`src/rtl/axil_slave_regs.sv`:
```
`timescale 1ns/1ps
// axil_slave_regs
//   AXI4-Lite slave register bank. Registers 0..NUM_REGS-2 are read/write,
//   register NUM_REGS-1 is a read-only hardware status word fed by status_i.
//   The write path and the read path are independent FSMs and may run concurrently.
//
//   state  | meaning
//   -------+-------------------------------------------------------------
//   W_IDLE | collecting AW and W (any order); commit once both are held
//   W_RESP | BVALID/BRESP held until BREADY
//   R_IDLE | ARREADY high, waiting for a read address
//   R_DATA | RVALID/RDATA held until RREADY
//
// Ports
//   AXI_ACLK, AXI_ARESET         clock, asynchronous active-high reset
//   AXI_AW*/AXI_W*/AXI_B*        write address, write data, write response channels
//   AXI_AR*/AXI_R*               read address, read data channels
//   ctrl_o                       live copy of register 0
//   status_i                     status word seen through register NUM_REGS-1
module axil_slave_regs #(
    parameter int C_AXI_DATA_WIDTH = 32,
    parameter int C_AXI_ADDR_WIDTH = 8,
    parameter int NUM_REGS         = 16
) (
    input  logic                        AXI_ACLK,
    input  logic                        AXI_ARESET,
    input  logic [C_AXI_ADDR_WIDTH-1:0] AXI_AWADDR,
    input  logic                        AXI_AWVALID,
    output logic                        AXI_AWREADY,
    input  logic [C_AXI_DATA_WIDTH-1:0] AXI_WDATA,
    input  logic                        AXI_WVALID,
    output logic                        AXI_WREADY,
    output logic [1:0]                  AXI_BRESP,
    output logic                        AXI_BVALID,
    input  logic                        AXI_BREADY,
    input  logic [C_AXI_ADDR_WIDTH-1:0] AXI_ARADDR,
    input  logic                        AXI_ARVALID,
    output logic                        AXI_ARREADY,
    output logic [C_AXI_DATA_WIDTH-1:0] AXI_RDATA,
    output logic                        AXI_RVALID,
    input  logic                        AXI_RREADY,
    output logic [C_AXI_DATA_WIDTH-1:0] ctrl_o,
    input  logic [C_AXI_DATA_WIDTH-1:0] status_i
);

    localparam int IW = C_AXI_ADDR_WIDTH - 2;
    localparam int DW = C_AXI_DATA_WIDTH;
    localparam int NRW = NUM_REGS - 1;

    // One extra bit so NUM_REGS == 2**IW still compares correctly.
    localparam logic [IW:0] STATUS_IDX = (IW+1)'(NUM_REGS - 1);

    localparam logic [1:0] RESP_OKAY   = 2'b00;
    localparam logic [1:0] RESP_SLVERR = 2'b10;

    typedef enum logic {W_IDLE, W_RESP} w_state_t;
    typedef enum logic {R_IDLE, R_DATA} r_state_t;

    w_state_t        w_state_q;
    r_state_t        r_state_q;

    logic [DW-1:0]   regs_q [NRW];

    logic            awready_q;
    logic            wready_q;
    logic            aw_got_q;
    logic            w_got_q;
    logic [IW-1:0]   aw_idx_q;
    logic [DW-1:0]   wdata_q;
    logic            bvalid_q;
    logic [1:0]      bresp_q;

    logic            arready_q;
    logic            rvalid_q;
    logic [DW-1:0]   rdata_q;
    logic [DW-1:0]   rdata_d;

    logic [IW-1:0]   ar_idx;
    logic            wr_ok;
    logic            unused_addr_lsbs;

    assign ar_idx = AXI_ARADDR[C_AXI_ADDR_WIDTH-1:2];
    assign wr_ok  = ({1'b0, aw_idx_q} < STATUS_IDX);

    // Byte-lane bits are meaningless for full-word registers.
    assign unused_addr_lsbs = ^{AXI_AWADDR[1:0], AXI_ARADDR[1:0]};

    // Status is taken straight from status_i so a read returns the value
    // present on the AR handshake edge.
    always_comb begin
        rdata_d = '0;
        if ({1'b0, ar_idx} == STATUS_IDX) begin
            rdata_d = status_i;
        end
        for (int i = 0; i < NRW; i++) begin
            if ({1'b0, ar_idx} == (IW+1)'(i)) begin
                rdata_d = regs_q[i];
            end
        end
    end

    // Write path: AW and W are latched independently; the commit edge follows
    // the later of the two, so BVALID appears one cycle after it.
    always_ff @(posedge AXI_ACLK or posedge AXI_ARESET) begin
        if (AXI_ARESET) begin
            w_state_q <= W_IDLE;
            awready_q <= 1'b0;
            wready_q  <= 1'b0;
            aw_got_q  <= 1'b0;
            w_got_q   <= 1'b0;
            aw_idx_q  <= '0;
            wdata_q   <= '0;
            bvalid_q  <= 1'b0;
            bresp_q   <= RESP_OKAY;
            for (int i = 0; i < NRW; i++) begin
                regs_q[i] <= '0;
            end
        end else begin
            case (w_state_q)
                W_IDLE: begin
                    if (awready_q && AXI_AWVALID) begin
                        aw_got_q  <= 1'b1;
                        aw_idx_q  <= AXI_AWADDR[C_AXI_ADDR_WIDTH-1:2];
                        awready_q <= 1'b0;
                    end else if (!aw_got_q) begin
                        awready_q <= 1'b1;
                    end

                    if (wready_q && AXI_WVALID) begin
                        w_got_q  <= 1'b1;
                        wdata_q  <= AXI_WDATA;
                        wready_q <= 1'b0;
                    end else if (!w_got_q) begin
                        wready_q <= 1'b1;
                    end

                    if (aw_got_q && w_got_q) begin
                        for (int i = 0; i < NRW; i++) begin
                            if (wr_ok && (aw_idx_q == IW'(i))) begin
                                regs_q[i] <= wdata_q;
                            end
                        end
                        bresp_q   <= wr_ok ? RESP_OKAY : RESP_SLVERR;
                        bvalid_q  <= 1'b1;
                        aw_got_q  <= 1'b0;
                        w_got_q   <= 1'b0;
                        w_state_q <= W_RESP;
                    end
                end
                W_RESP: begin
                    if (AXI_BREADY) begin
                        bvalid_q  <= 1'b0;
                        awready_q <= 1'b1;
                        wready_q  <= 1'b1;
                        w_state_q <= W_IDLE;
                    end
                end
                default: w_state_q <= W_IDLE;
            endcase
        end
    end

    always_ff @(posedge AXI_ACLK or posedge AXI_ARESET) begin
        if (AXI_ARESET) begin
            r_state_q <= R_IDLE;
            arready_q <= 1'b0;
            rvalid_q  <= 1'b0;
            rdata_q   <= '0;
        end else begin
            case (r_state_q)
                R_IDLE: begin
                    if (arready_q && AXI_ARVALID) begin
                        rdata_q   <= rdata_d;
                        rvalid_q  <= 1'b1;
                        arready_q <= 1'b0;
                        r_state_q <= R_DATA;
                    end else begin
                        arready_q <= 1'b1;
                    end
                end
                R_DATA: begin
                    if (AXI_RREADY) begin
                        rvalid_q  <= 1'b0;
                        arready_q <= 1'b1;
                        r_state_q <= R_IDLE;
                    end
                end
                default: r_state_q <= R_IDLE;
            endcase
        end
    end

    assign AXI_AWREADY = awready_q;
    assign AXI_WREADY  = wready_q;
    assign AXI_BVALID  = bvalid_q;
    assign AXI_BRESP   = bresp_q;
    assign AXI_ARREADY = arready_q;
    assign AXI_RVALID  = rvalid_q;
    assign AXI_RDATA   = rdata_q;
    assign ctrl_o      = regs_q[0];

endmodule
```
`config.mk`:
```
export PLATFORM = sky130hd
export DESIGN_NAME = axil_slave_regs
export DESIGN_NICKNAME = d
export VERILOG_FILES = /design/src/rtl/axil_slave_regs.sv
export SDC_FILE = /design/constraint.sdc
export NUM_CORES = 1
export LEC_CHECK = 0
export BUFFER_PORTS_ARGS = -buffer_cell sky130_fd_sc_hd__clkbuf_2
export CORE_ASPECT_RATIO = 1.5
export CORE_MARGIN = 1.5
export CORE_UTILIZATION = 47
export DETAILED_ROUTE_END_ITERATION = 10
export PLACE_DENSITY = 0.67
export SETUP_SLACK_MARGIN = 0.02
export SYNTH_ARGS = -nofsm -noshare
export SYNTH_HDL_FRONTEND = slang
export SYNTH_SLANG_ARGS = --single-unit
```
`constraint.sdc`:
```
create_clock -name AXI_ACLK -period 21.9 [get_ports AXI_ACLK]
set_input_delay 6.57 -clock AXI_ACLK [delete_from_list [all_inputs] [get_ports AXI_ACLK]]
set_output_delay 6.57 -clock AXI_ACLK [all_outputs]
set_load 0.005 [all_outputs]
```
==> results.py <==
metrics = {
    "global_routing": {
        "largest_net_degree_at_the_start_of_global_routing": 198,
        "met2_usage": 0.501,
        "grt_busiest_layer": "met2",
        "initial_antenna_violation_count": 1,
        "grt_total_usage": 0.294,
        "via_count_of_the_first_global_routing_pass": 19600,
        "grtUsageMet3": 0.0448,
        "grt_pass1_wl_um": 125000,
        "globalRouteMet1Util": 0.357,
        "gr-total-overflow": 0,
    },
    "critical_path": {
        "timing.critical_path.from_type": "input port",
        "endpoint_of_the_worst_setup_timing_path": "AXI_RDATA[4]",
        "timing.critical_path.slowest_cell_delay_ns": 0.63,
        "worst_r2r_path_depth": 7,
        "timing.reg2reg.setup_slack_ns": 18.62,
        "criticalPathCategory": "in -> reg",
        "cpMostUsedCell": "buf_4",
        "critical_path.startpoint": "AXI_ARADDR[3]",
        "endpoint_kind": "flop",
        "worstPathCellList": "buf_4 > buf_12 > nand2_1 > nor2_4 > buf_4 > a221oi_1 > a2bb2oi_1 > o41ai_2 > o2bb2ai_1",
        "critical_path_arrival_ns": 10.06,
        "worstReg2RegEnd": "regs_q[299]",
        "worst_path_max_delay_cell": "nor2_4",
        "worst-path-max-fanout": 98,
        "regToRegStartpoint": "w_state_q",
        "worstPathRequired_ns": 22.41,
    },
    "clocking": {
        "cts_repair_resize_count": 0,
        "htree_num_levels": 2,
        "numCtsBuffers": 51,
        "tritoncts": "yes",
        "clockRootBuffer": "clkbuf_16",
        "buffers_inserted_during_post_cts_setup_optimization": 0,
        "tritoncts_num_sinks": 560,
        "clock_tree.buffer_depth": 3,
        "cts.hold.buffers_added": 0,
        "clk_transition_reported_paths_ns": 0.07,
        "clock_latency_ns": 0.61,
    },
    "die": {
        "core_area_mm2": 0.0548,
        "ios": 158,
        "row_count": 105,
        "chipWidth_um": 195,
        "fp.dieH_um": 292,
        "start_util": 0.477,
        "fp.dieArea_mm2": 0.0570,
    },
    "sta": {
        "hold_violations": 0,
        "finalSetupViolations": 0,
        "max-slew-margin-rel": 0.174,
        "finalCriticalPeriod_ns": 9.55,
        "timing.setup.tns_ns": 0,
        "final_max_slew_viol_count": 0,
        "maxClockFrequency_ghz": 0.105,
        "setup_repair_after_global_routing_missed_its_margin": "false",
        "clock-skew-final_ns": 0.0217,
        "worst_max_slew_pin_slew_ns": 1.24,
        "final.period_utilization": 0.436,
    },
    "synth": {
        "synthCells": 2119,
        "synth_seq_area_share": 0.537,
        "postSynthNetCount": 2206,
        "synth-compound-area-share": 0.115,
        "muxShareOfSynthArea": 0.252,
        "async_reset_ff_frac": 1.00,
        "ys_ff_latch": 560,
        "synth-xor-area-share": 0,
        "synth-warning-count": 0,
        "syn_area_per_cell_um2": 12.3,
        "synth_top_family_by_area": "multiplexers",
        "synth_enable_flop_cells": 0,
        "synth-adder-area-share": 0,
        "synth_ff_type": "dfrtp_1",
        "syn-cell-area_mm2": 0.0261,
        "yosys.area_share.simple": 0.0543,
        "ys_types": 76,
    },
    "power": {
        "p_leak_nw": 13.9,
        "power_mw": 3.16,
        "power_density_mw_per_mm2": 109,
        "ir_worst_vdd_uv": 56.4,
    },
    "cells_and_area": {
        "fill_cell_total_of_the_finished_layout": 4630,
        "nets": 2255,
        "insertedDiodeCount": 0,
        "area.growth.synth_to_final_pct": 11.0,
        "drive_above_1_share": 0.390,
    },
    "run": {
        "timing.max_cap.violations": 0,
    },
    "place": {
        "place_hpwl_um": 49400,
        "numPortBuffers": 152,
        "gp_routability_congestion": 0.824,
    },
    "drt": {
        "routed_via_density": 6.37,
        "route.antenna.remaining_nets": 0,
        "detail_route.first_pass.iterations": 5,
        "routed-via-count": 18500,
        "route.final.wire_length_um": 83300,
        "avg_wl_per_cell_um": 28.7,
        "detailedRoute.firstIterationViolations": 1460,
        "detail_route.drc_violations": 0,
    },
    "hold_path": {
        "min-delay-path-class": "reg -> reg",
    },
    "run_status": {
        "outcome": "finished, final reports clean",
    },
}
-- state kept, by name, summed over array words and instances, names as in the netlist --
signal / flops
aw_got_q: 1
w_state_q: 1
wdata_q: 32
AXI_WREADY: 1
AXI_AWREADY: 1
AXI_BVALID: 1
ctrl_o: 32
w_got_q: 1
regs_q: 448
AXI_RVALID: 1
r_state_q: 1
AXI_ARREADY: 1
AXI_RDATA: 32
aw_idx_q: 6
AXI_BRESP: 1
-- stage by stage --
| stage | hold slack, ns | util | instances | setup WS [ns] | instance area, um^2 |
|---|---|---|---|---|---|
| 4_1_cts | 0.493 | 0.529 | 2901 | 12.40 | 29000 |
| 5_1_grt | 0.510 | 0.529 | 2901 | 12.08 | 29000 |
| 2_1_floorplan | 0.458 | - | 2119 | 7.71 | 26100 |
| 6_report | 0.489 | 0.529 | 2901 | 12.35 | 29000 |
| 3_5_place_dp | 0.479 | 0.497 | 2810 | 11.81 | 27300 |
| 3_3_place_gp | 0.467 | 0.497 | 2810 | 11.82 | 27300 |
-- placed cells by master (no fill, tap or decap), drive strengths merged, types with 5 or more instances in the layout --
| cell | netlist | final |
|---|---|---|
| dfrtp | 560 | 560 |
| a21o | 5 | 5 |
| clkbuf | 88 | 234 |
| mux2 | 538 | 538 |
| o21ai | 140 | 140 |
| nor2b | 7 | 7 |
| a221o | 7 | 7 |
| mux2i | 51 | 51 |
| nand3 | 22 | 22 |
| nor3 | 22 | 22 |
| nand2b | 12 | 12 |
| o41ai | 7 | 7 |
| a2bb2oi | 16 | 16 |
| or3 | 7 | 7 |
| a211o | 5 | 5 |
| a22o | 13 | 13 |
| a221oi | 39 | 39 |
| o211ai | 7 | 7 |
| o22ai | 51 | 51 |
| nor2 | 90 | 90 |
| inv | 17 | 16 |
| a211oi | 10 | 10 |
| a21oi | 73 | 73 |
| a22oi | 26 | 26 |
| o221ai | 12 | 12 |
| a31oi | 9 | 9 |
| buf | 119 | 53 |
| o2bb2ai | 10 | 10 |
| nand2 | 102 | 102 |
-- critical path: cells and delay by family --
| kind | cells | cell delay, ns |
|---|---|---|
| compound gates | 4 | 0.91 |
| buf+inv | 3 | 1.32 |
| simple gates | 2 | 1.19 |
-- final cells by class --
class,count,area [um^2],share of cell area
inverter,18,71.3,0.00246
clock buffer,84,1580,0.0546
clock inverter,7,138,0.00475
tap,695,870,0.0300
sequential,560,14000,0.484
timing repair buffer,203,1170,0.0405
multi-input combinational,1334,11100,0.384
-- per-layer routing --
| layer | share of wire | vias to the layer above |
|---|---|---|
| met2 | 0.50 | 783 |
| li1 | - | 7833 |
| met4 | 0.056 | 2 |
| met1 | 0.38 | 9606 |
| met3 | 0.069 | 263 |
| met5 | 0.00020 | - |
-- how the worst min path moves through the flow --
stage / depth (start not counted) / end / slack, ns / from
2_1_floorplan: 1 / regs_q[59] / 0.46 / regs_q[59]
6_report: 2 / AXI_RVALID / 0.49 / AXI_RVALID
3_5_place_dp: 2 / AXI_BRESP[1] / 0.48 / AXI_BRESP[1]
5_1_grt: 1 / regs_q[213] / 0.51 / regs_q[213]
3_3_place_gp: 2 / AXI_RVALID / 0.47 / AXI_RVALID
4_1_cts: 2 / AXI_BRESP[1] / 0.49 / AXI_BRESP[1]
-- logic make-up after synthesis --
logic type             count (synthesis)
AND/OR/NAND/NOR                      291
flip-flops                           560
AO/OA/AOI/OAI                        452
buffers and inverters                225
other                                  1
multiplexers                         590
-- synthesized netlist by cell type, types with 16 or more instances --
library cell,n,area (um^2)
buf_4,39,293
inv_1,17,63.8
clkbuf_1,88,330
a22oi_1,26,195
mux2i_1,51,510
dfrtp_1,560,14000
nor3_1,20,100
a221oi_1,36,315
mux2_2,531,5980
o22ai_1,51,319
a21oi_1,73,365
a2bb2oi_1,16,140
nand3_1,22,110
o21ai_0,137,686
buf_1,31,116
buf_2,46,230
nand2_1,102,383
nor2_1,86,323
-- report_power, final --
part | internal [mW] | total (mW) | switching [mW]
logic | 0.328 | 0.598 | 0.270
clock network | 0.537 | 0.933 | 0.396
registers | 1.32 | 1.63 | 0.306
No activity file was read; power rests on OpenSTA's default activity.
